$ cat src/rtl/stage_id_if.sv
// Instruction handoff from fetch into the decode stage: valid/ready handshake
// carrying one 32-bit instruction word per transfer.
interface stage_id_if;
    logic        inst_valid;
    logic [31:0] inst;
    logic        inst_ready;

    modport master (output inst_valid, output inst, input inst_ready);
    modport slave  (input inst_valid, input inst, output inst_ready);
endinterface

$ cat src/rtl/stage_id.sv
// RV32I decode stage for OP / OP-IMM / LUI: reads operands with EX forwarding
// and registers the ALU select, opcode, operands and writeback target for EX.
module stage_id #(
    parameter int XLEN   = 32,
    parameter int REG_AW = 5
) (
    input  logic              clk,
    input  logic              reset_n,
    stage_id_if.slave         fetch,
    input  logic              stall_i,
    output logic [REG_AW-1:0] rs1_addr,
    output logic [REG_AW-1:0] rs2_addr,
    input  logic [XLEN-1:0]   rs1_data,
    input  logic [XLEN-1:0]   rs2_data,
    input  logic              ex_write,
    input  logic [REG_AW-1:0] ex_regw_addr,
    input  logic [XLEN-1:0]   ex_regw_data,
    output logic [2:0]        alusel,
    output logic [2:0]        aluop,
    output logic [XLEN-1:0]   op1,
    output logic [XLEN-1:0]   op2,
    output logic              write_o,
    output logic [REG_AW-1:0] regw_addr,
    output logic              out_valid,
    output logic              illegal
);

    localparam logic [6:0] OPC_OP     = 7'b0110011;
    localparam logic [6:0] OPC_OP_IMM = 7'b0010011;
    localparam logic [6:0] OPC_LUI    = 7'b0110111;
    localparam logic [2:0] SEL_LOGIC  = 3'b001;
    localparam logic [2:0] SEL_SHIFT  = 3'b010;
    localparam logic [2:0] SEL_ARITH  = 3'b100;
    localparam logic [6:0] F7_BASE    = 7'h00;
    localparam logic [6:0] F7_ALT     = 7'h20;

    logic [6:0]              opcode;
    logic [REG_AW-1:0]       rd;
    logic [2:0]              funct3;
    logic [6:0]              funct7;
    logic [XLEN-1:0]         rs1_val_p0;
    logic [XLEN-1:0]         rs2_val_p0;
    logic signed [XLEN-1:0]  imm_i_p0;
    logic [XLEN-1:0]         shamt_p0;
    logic [XLEN-1:0]         imm_u_p0;
    logic                    dec_ok_p0;
    logic [2:0]              sel_p0;
    logic [2:0]              op_p0;
    logic [XLEN-1:0]         op1_p0;
    logic [XLEN-1:0]         op2_p0;

    // x0 is hardwired zero and must never pick up a forwarded EX result.
    function automatic logic [XLEN-1:0] read_operand(
        input logic [REG_AW-1:0] addr,
        input logic [XLEN-1:0]   rf_data,
        input logic              fwd_en,
        input logic [REG_AW-1:0] fwd_addr,
        input logic [XLEN-1:0]   fwd_data
    );
        if (addr == '0)
            return '0;
        else if (fwd_en && (fwd_addr == addr))
            return fwd_data;
        else
            return rf_data;
    endfunction

    assign opcode   = fetch.inst[6:0];
    assign rd       = fetch.inst[11:7];
    assign funct3   = fetch.inst[14:12];
    assign rs1_addr = fetch.inst[19:15];
    assign rs2_addr = fetch.inst[24:20];
    assign funct7   = fetch.inst[31:25];

    assign fetch.inst_ready = ~stall_i;

    assign rs1_val_p0 = read_operand(rs1_addr, rs1_data, ex_write, ex_regw_addr, ex_regw_data);
    assign rs2_val_p0 = read_operand(rs2_addr, rs2_data, ex_write, ex_regw_addr, ex_regw_data);
    assign imm_i_p0   = {{(XLEN-12){fetch.inst[31]}}, fetch.inst[31:20]};
    assign shamt_p0   = {{(XLEN-5){1'b0}}, fetch.inst[24:20]};
    assign imm_u_p0   = {fetch.inst[31:12], 12'b0};

    always_comb begin
        dec_ok_p0 = 1'b0;
        sel_p0    = 3'b000;
        op_p0     = 3'd0;
        op1_p0    = rs1_val_p0;
        op2_p0    = rs2_val_p0;
        case (opcode)
            OPC_OP: begin
                case (funct3)
                    3'b000: begin
                        dec_ok_p0 = (funct7 == F7_BASE) || (funct7 == F7_ALT);
                        sel_p0    = SEL_ARITH;
                        op_p0     = (funct7 == F7_ALT) ? 3'd1 : 3'd0;
                    end
                    3'b001: begin dec_ok_p0 = (funct7 == F7_BASE); sel_p0 = SEL_SHIFT; op_p0 = 3'd0; end
                    3'b010: begin dec_ok_p0 = (funct7 == F7_BASE); sel_p0 = SEL_ARITH; op_p0 = 3'd2; end
                    3'b011: begin dec_ok_p0 = (funct7 == F7_BASE); sel_p0 = SEL_ARITH; op_p0 = 3'd3; end
                    3'b100: begin dec_ok_p0 = (funct7 == F7_BASE); sel_p0 = SEL_LOGIC; op_p0 = 3'd2; end
                    3'b101: begin
                        dec_ok_p0 = (funct7 == F7_BASE) || (funct7 == F7_ALT);
                        sel_p0    = SEL_SHIFT;
                        op_p0     = (funct7 == F7_ALT) ? 3'd2 : 3'd1;
                    end
                    3'b110: begin dec_ok_p0 = (funct7 == F7_BASE); sel_p0 = SEL_LOGIC; op_p0 = 3'd0; end
                    default: begin dec_ok_p0 = (funct7 == F7_BASE); sel_p0 = SEL_LOGIC; op_p0 = 3'd1; end
                endcase
            end
            OPC_OP_IMM: begin
                op2_p0    = imm_i_p0;
                dec_ok_p0 = 1'b1;
                case (funct3)
                    3'b000: begin sel_p0 = SEL_ARITH; op_p0 = 3'd0; end
                    3'b010: begin sel_p0 = SEL_ARITH; op_p0 = 3'd2; end
                    3'b011: begin sel_p0 = SEL_ARITH; op_p0 = 3'd3; end
                    3'b100: begin sel_p0 = SEL_LOGIC; op_p0 = 3'd2; end
                    3'b110: begin sel_p0 = SEL_LOGIC; op_p0 = 3'd0; end
                    3'b111: begin sel_p0 = SEL_LOGIC; op_p0 = 3'd1; end
                    3'b001: begin
                        dec_ok_p0 = (funct7 == F7_BASE);
                        sel_p0    = SEL_SHIFT;
                        op_p0     = 3'd0;
                        op2_p0    = shamt_p0;
                    end
                    default: begin
                        dec_ok_p0 = (funct7 == F7_BASE) || (funct7 == F7_ALT);
                        sel_p0    = SEL_SHIFT;
                        op_p0     = (funct7 == F7_ALT) ? 3'd2 : 3'd1;
                        op2_p0    = shamt_p0;
                    end
                endcase
            end
            OPC_LUI: begin
                dec_ok_p0 = 1'b1;
                sel_p0    = SEL_ARITH;
                op_p0     = 3'd0;
                op1_p0    = '0;
                op2_p0    = imm_u_p0;
            end
            default: dec_ok_p0 = 1'b0;
        endcase
    end

    // ---- ID/EX register ----
    always_ff @(posedge clk or negedge reset_n) begin
        if (!reset_n) begin
            alusel    <= 3'b000;
            aluop     <= 3'd0;
            op1       <= '0;
            op2       <= '0;
            write_o   <= 1'b0;
            regw_addr <= '0;
            out_valid <= 1'b0;
            illegal   <= 1'b0;
        end else if (stall_i) begin
            illegal <= 1'b0;
        end else if (fetch.inst_valid && dec_ok_p0) begin
            alusel    <= sel_p0;
            aluop     <= op_p0;
            op1       <= op1_p0;
            op2       <= op2_p0;
            write_o   <= (rd != '0);
            regw_addr <= rd;
            out_valid <= 1'b1;
            illegal   <= 1'b0;
        end else begin
            alusel    <= 3'b000;
            aluop     <= 3'd0;
            op1       <= '0;
            op2       <= '0;
            write_o   <= 1'b0;
            regw_addr <= '0;
            out_valid <= 1'b0;
            illegal   <= fetch.inst_valid;
        end
    end

endmodule

$ cat src/flat_wrapper.sv
// flat-port wrapper written by rule: the top's interface ports become plain ports
module stage_id_flat 
#(
    parameter int XLEN   = 32,
    parameter int REG_AW = 5
)
  (clk, reset_n, stall_i, rs1_addr, rs2_addr, rs1_data, rs2_data, ex_write, ex_regw_addr, ex_regw_data, alusel, aluop, op1, op2, write_o, regw_addr, out_valid, illegal, fetch_inst_valid, fetch_inst, fetch_inst_ready);
  stage_id_if fetch_i ();
  input  logic clk;
  input  logic reset_n;
  input  logic stall_i;
  output logic [REG_AW-1:0] rs1_addr;
  output logic [REG_AW-1:0] rs2_addr;
  input  logic [XLEN-1:0] rs1_data;
  input  logic [XLEN-1:0] rs2_data;
  input  logic ex_write;
  input  logic [REG_AW-1:0] ex_regw_addr;
  input  logic [XLEN-1:0] ex_regw_data;
  output logic [2:0] alusel;
  output logic [2:0] aluop;
  output logic [XLEN-1:0] op1;
  output logic [XLEN-1:0] op2;
  output logic write_o;
  output logic [REG_AW-1:0] regw_addr;
  output logic out_valid;
  output logic illegal;
  input wire logic [$bits(fetch_i.inst_valid)-1:0] fetch_inst_valid;
  input wire logic [$bits(fetch_i.inst)-1:0] fetch_inst;
  output wire logic [$bits(fetch_i.inst_ready)-1:0] fetch_inst_ready;
  assign fetch_i.inst_valid = fetch_inst_valid;
  assign fetch_i.inst = fetch_inst;
  assign fetch_inst_ready = fetch_i.inst_ready;
  stage_id #(.XLEN(XLEN), .REG_AW(REG_AW)) u_core (.clk(clk), .reset_n(reset_n), .fetch(fetch_i), .stall_i(stall_i), .rs1_addr(rs1_addr), .rs2_addr(rs2_addr), .rs1_data(rs1_data), .rs2_data(rs2_data), .ex_write(ex_write), .ex_regw_addr(ex_regw_addr), .ex_regw_data(ex_regw_data), .alusel(alusel), .aluop(aluop), .op1(op1), .op2(op2), .write_o(write_o), .regw_addr(regw_addr), .out_valid(out_valid), .illegal(illegal));
endmodule
$ cat config.mk
export PLATFORM = sky130hd
export DESIGN_NAME = stage_id_flat
export DESIGN_NICKNAME = d
export VERILOG_FILES = /design/src/rtl/stage_id_if.sv /design/src/rtl/stage_id.sv /design/src/flat_wrapper.sv
export SDC_FILE = /design/constraint.sdc
export NUM_CORES = 1
export LEC_CHECK = 0
export CAP_MARGIN = 40
export CORE_AREA = 3 3 145 91
export CTS_BUF_LIST = sky130_fd_sc_hd__clkbuf_4 sky130_fd_sc_hd__clkbuf_8
export DETAILED_ROUTE_END_ITERATION = 7
export DIE_AREA = 0 0 148 94
export PLACE_DENSITY = 0.82
export SETUP_SLACK_MARGIN = 0.1
export SLEW_MARGIN = 20
export SYNTH_ARGS = -nofsm -noshare
export SYNTH_HDL_FRONTEND = slang
export SYNTH_SLANG_ARGS = --single-unit
$ cat constraint.sdc
create_clock -name clk -period 1 [get_ports clk]
set_clock_uncertainty 0.1 [all_clocks]
set_input_delay 0.2 -clock clk [delete_from_list [all_inputs] [get_ports clk]]
set_output_delay 0.2 -clock clk [all_outputs]
set_load 0.02 [all_outputs]
======== Word-level counts from Yosys, hierarchy flattened ========
Index checks and enable logic that the tools add are counted.
cells by class
  bitwise gates (word level) .............. 1
  reductions and logical operators ........ 17
  muxes and demuxes ....................... 27
  equal/unequal tests ..................... 13
operators with widths
  cell                                                  number
  two-way mux 32 bit                                    8
  case mux 32 bit (2 select lines)                      1
  equality test 7 x 6 -> 1 bit (second input constant)  3
  case mux 3 bit (2 select lines)                       3
  case mux 3 bit (5 select lines)                       1
  equality test 3 bit (second input constant)           4
  case mux 3 bit (4 select lines)                       1
  equality test 5 bit                                   2
  zero test 5 bit                                       2
  case mux 3 bit (3 select lines)                       1
  OR reduction 3 bit                                    3
  OR reduction 2 bit                                    4
  equality test 7 x 5 -> 1 bit (second input constant)  1
  zero test 7 bit                                       1
  equality test 3 x 2 -> 1 bit (second input constant)  2
  two-way mux 1 bit                                     6
  two-way mux 3 bit                                     2
  OR reduction 6 bit                                    1
  two-way mux 5 bit                                     1
  nonzero test 5 bit                                    1
  equality test 3 x 1 -> 1 bit (second input constant)  1
  logical AND 1 bit                                     3
  zero test 3 bit                                       1
  case mux 1 bit (3 select lines)                       1
  other kinds (4)                                       4
word-level totals
  output and inout bits ................... 89
  input bits .............................. 138
  register bits ........................... 78
  word-level logic and storage cells ...... 66

======== Logic depth before layout (Yosys ltp) ========
  word-level depth ........................ 7
  gate-level depth with buffers ........... 8

======== Least setup slack after synthesis ========
OpenSTA, ideal clock, no wires.
  path kind ............................... in2reg
  start point ............................. input fetch_inst[5]
  end point ............................... register u_core.op2[10]
  arrival ................................. 1.649 ns
  slack ................................... -0.873 ns
  stages on the path ...................... 8
  data required time ...................... 0.776 ns
  library setup time ...................... 0.124 ns
  path through ............................ buf_4 > and2_1 > and4_1 > and2_1 > a311oi_4 > buf_6 > nor4_1 > a211o_1
on the way
  longest elaborated chain between the ends .. 4
  elaborated cells between the ends (all ways) .. 7
  classes of those cells .................. eq/ne: 3; mux: 3; reduce/logical: 1
RTL lines
  element                                                                              RTL line            RTL
  from (decl)                                                                          flat_wrapper.sv:28  input wire logic [$bits(fetch_i.inst)-1:0] fetch_inst;
  equality test 7 x 6 -> 1 bit / equality test 7 x 5 -> 1 bit (equally long branches)  stage_id.sv:89      case (opcode)
  case mux 1 bit (3 select lines)                                                      stage_id.sv:89
  logical AND 1 bit                                                                    stage_id.sv:158     end else if (fetch.inst_valid && dec_ok_p0) begin
  two-way mux 32 bit (*)                                                               stage_id.sv:158
  to (signal assigned)                                                                 stage_id.sv:162     op2 <= op2_p0;
  to (decl)                                                                            stage_id.sv:21      output logic [XLEN-1:0] op2,
Every way passes the cells marked *; elsewhere a longest branch is shown, timed or not.
A chain may end at the register's enable or synchronous reset.

======== Worst setup path after layout ========
  start point ............................. input ex_regw_addr[3]
  end point ............................... register u_core.op2[16]
on the way
  longest elaborated chain between the ends .. 6
RTL lines
  element                           RTL line            RTL
  from (decl)                       flat_wrapper.sv:17  input logic [REG_AW-1:0] ex_regw_addr;
  equality test 5 bit               stage_id.sv:62      else if (fwd_en && (fwd_addr == addr))
  logical AND 1 bit                 stage_id.sv:62
  two-way mux 32 bit                stage_id.sv:62
  two-way mux 32 bit                stage_id.sv:60      if (addr == '0)
  case mux 32 bit (2 select lines)  stage_id.sv:89
  two-way mux 32 bit                stage_id.sv:158
No other way between the ends.

==> impl_metrics.ini <==
[worst_setup_path]
worst_ep_arrival_time_ns = 1.91
timing.rr.end = u_core.alusel[0]
path_common_cell = buf_12
worstPathCellList = buf_2 -> xor2_1 -> nor4_1 -> and3_4 -> buf_12 -> buf_12 -> buf_12 -> mux2_4 -> a21oi_4 -> o31ai_4
crit_path_max_incr_delay_ns = 0.30
cp_slowest_cell = mux2_4
start_kind = input pin
rr_worst_depth = 4
startpoint = ex_regw_addr[3]
timing.reg2reg.setup_slack_ns = -0.05
cp-end-kind = flip-flop
crit_type = in2reg
path_max_fanout = 6
required_ns = 1.14
setup.worst_path.end = u_core.op2[16]
r2r_start = u_core.alusel[0]

[hold_path]
worstHoldStart = fetch_inst[27]
hold_class = in2reg

[synthesis]
synth_async_sr_flop_share_pct = 100
yosys_warnings = 0
synthFlopType = dfrtp_1
syn_nets = 588
ys_types = 43
yosysTopAreaCell = dfrtp_1
synth-edff-count = 0
syn_inst = 450
ys_ff_latch = 77
seq_area_frac_synth_pct = 44.3
syn_area_mm2 = 0.00435
yosys.area.top_type_share_pct = 44.3
yosys-top-cells-area = dfrtp_1 (44%), mux2i_1 (10%), nand2_1 (5.6%)
avgSynthCellArea_um2 = 9.67

[clock_tree]
cts_htree_levels = 3
cts.sinks = 77
clock_latency_ns = 0.36
clockRootBuffer = clkbuf_8
cts_max_path_buffers = 2
clk_pin_slew_ns = 0.08
numCtsBuffers = 9
cts_tree = yes

[global_routing]
grt_usage_pct = 29.4
grt_pass1_wl_um = 31000
grt_overflow = 0
antenna_found_initial = 1
grt_pass1_vias = 5399
grt_max_degree = 77

[final_layout]
layout.cells.most_common_list = buf_6 (132), clkdlybuf4s50_1 (102), buf_4 (90)
finish.utilization_pct = 79.3
area_delta_synth_final_pct = 118
fill_cells = 706
final_common_cell = buf_6
fin_nets = 934
drive_gt1_share_pct = 54.2

[routing]
wl_per_cell_um = 22.5
drt_iter0_markers = 268
wl_um = 21700
antenna_left = 0
drc = 0
drtPass1Iterations = 4
via_count = 5248
viasPerCell = 5.43

[floorplan]
core_mm2 = 0.0119
num_rows = 31
start_util_pct = 36.4
die_w_um = 148
die_area_mm2 = 0.0139
ios = 227
fp.dieH_um = 94

[timing]
rsz0062_at_grt = yes
setup_slack_ns = -0.766
hold_viol_final = 0
setup_violations = 154
fin_crit_sh_pct = 177
clock.fmax_mhz = 566
slew_violations = 0
max_slew_margin_pct = 45.2
worstMarginPinSlew_ns = 0.822
fin_crit_ns = 1.77

[power_and_ir_drop]
irDropWorstVdd_mv = 0.631
power_leakage_nw = 4.26
power_density_mw_per_mm2 = 795
power_mw = 7.53

[run_status]
status = complete, but fails checks
violations = negative setup slack

[place]
portBuffers = 225
place_congestion = 0.910
dp.final_hpwl_um = 13600
post-place-ws_ns = -1.77

[job]
max-cap-violations = 0
==> sequential cells by signal (all words and copies together), names as in the netlist <==
name / cells
u_core.alusel: 3
u_core.op2: 32
u_core.write_o: 1
u_core.aluop: 2
u_core.out_valid: 1
u_core.illegal: 1
u_core.regw_addr: 5
u_core.op1: 32
==> routing by layer <==
metal	up-vias	GRT usage, %	part of all wire [%]
met1	2616	38.6	42
met2	269	48.0	47
li1	2313	-	-
met3	50	8.24	8.3
met5	-	0	0
met4	0	7.61	2.8
==> repair_timing <==
action / 4_1_cts / 5_1_grt
pin swaps: 51 / 61
endpoints found under the hold margin: 77 / 0
setup endpoints to repair: 165 / 177
buffers inserted: 44 / 35
hold buffers: 1 / 0
gates resized for setup: 821 / 61
gates cloned: 7 / 2
==> how the worst min path moves through the flow <==
stage                      end  cells past startpoint
2_1_floorplan  u_core.aluop[0]                      0
3_3_place_gp    u_core.op2[26]                      1
3_5_place_dp    u_core.op2[26]                      1
4_1_cts          u_core.op2[7]                      3
5_1_grt          u_core.op2[5]                      3
6_report         u_core.op2[7]                      3
==> Yosys cell counts, types with 2 or more instances <==
cell and number:
dfrtp_1 77, nand2_1 65, mux2i_1 44, o21ai_0 44, a21oi_1 43, clkbuf_1 22, o31ai_1 21, mux2_2 20
buf_4 14, and2_1 13, nor4_1 10, xor2_1 9, nor2_1 8, a211o_1 7, buf_2 6, a22o_1 5
a22oi_1 5, and3_1 3, buf_6 3, a21boi_0 2, a31oi_1 2, and4_1 2, inv_1 2, nand2b_1 2
or4_1 2, xnor2_1 2
==> report_power, final <==
group	internal, mW	total (mW)	switching [mW]
combinational	1.03	1.82	0.791
sequential	3.12	3.13	0.00893
clock	1.35	2.58	1.23
total	5.50	7.53	2.03
==> final cells by class <==
class,count,area [um^2],share of cell area (%)
Multi-Input combinational cell,326,3040,32.1
Tap cell,165,206,2.18
Sequential cell,77,1930,20.3
Timing Repair Buffer,380,4080,43.1
Antenna cell,1,2.50,0.0264
Inverter,2,10.0,0.106
Clock buffer,13,166,1.76
Clock inverter,3,43.8,0.462
==> cell families (layout without fill, tap and decap cells) <==
group / count (synthesis) / count (layout) / share of synthesized area [%]
AOI/OAI and AO/OA: 135 / 135 / 18.9
xor gates and xnor gates: 11 / 11 / 2.21
buffers and inverters: 47 / 398 / 5.95
DFF: 77 / 77 / 44.3
muxes: 64 / 64 / 15.3
other: 1 / 2 / 0.0862
and+or+nand+nor: 115 / 115 / 13.2
==> worst max-delay path: cells and delay by family <==
kind / cells / cell delay (ns)
and+or+nand+nor: 2 / 0.54
muxes: 1 / 0.30
AOI/OAI and AO/OA: 2 / 0.22
buffers and inverters: 4 / 0.50
xor gates and xnor gates: 1 / 0.15
==> per-stage QoR <==
stage | setup TNS, ns | std cells | area, um^2 | hold WS [ns]
after floorplan | -47.99 | 450 | 4550 | -0.196
after global placement | -132.80 | 871 | 7350 | -0.0214
after detailed placement | -133.44 | 871 | 7350 | -0.0104
after CTS | -64.15 | 938 | 9020 | 0.0552
after global routing | -69.57 | 967 | 9480 | 0.0718
final | -65.60 | 967 | 9480 | 0.0632
No activity file was read; power rests on OpenSTA's default activity.
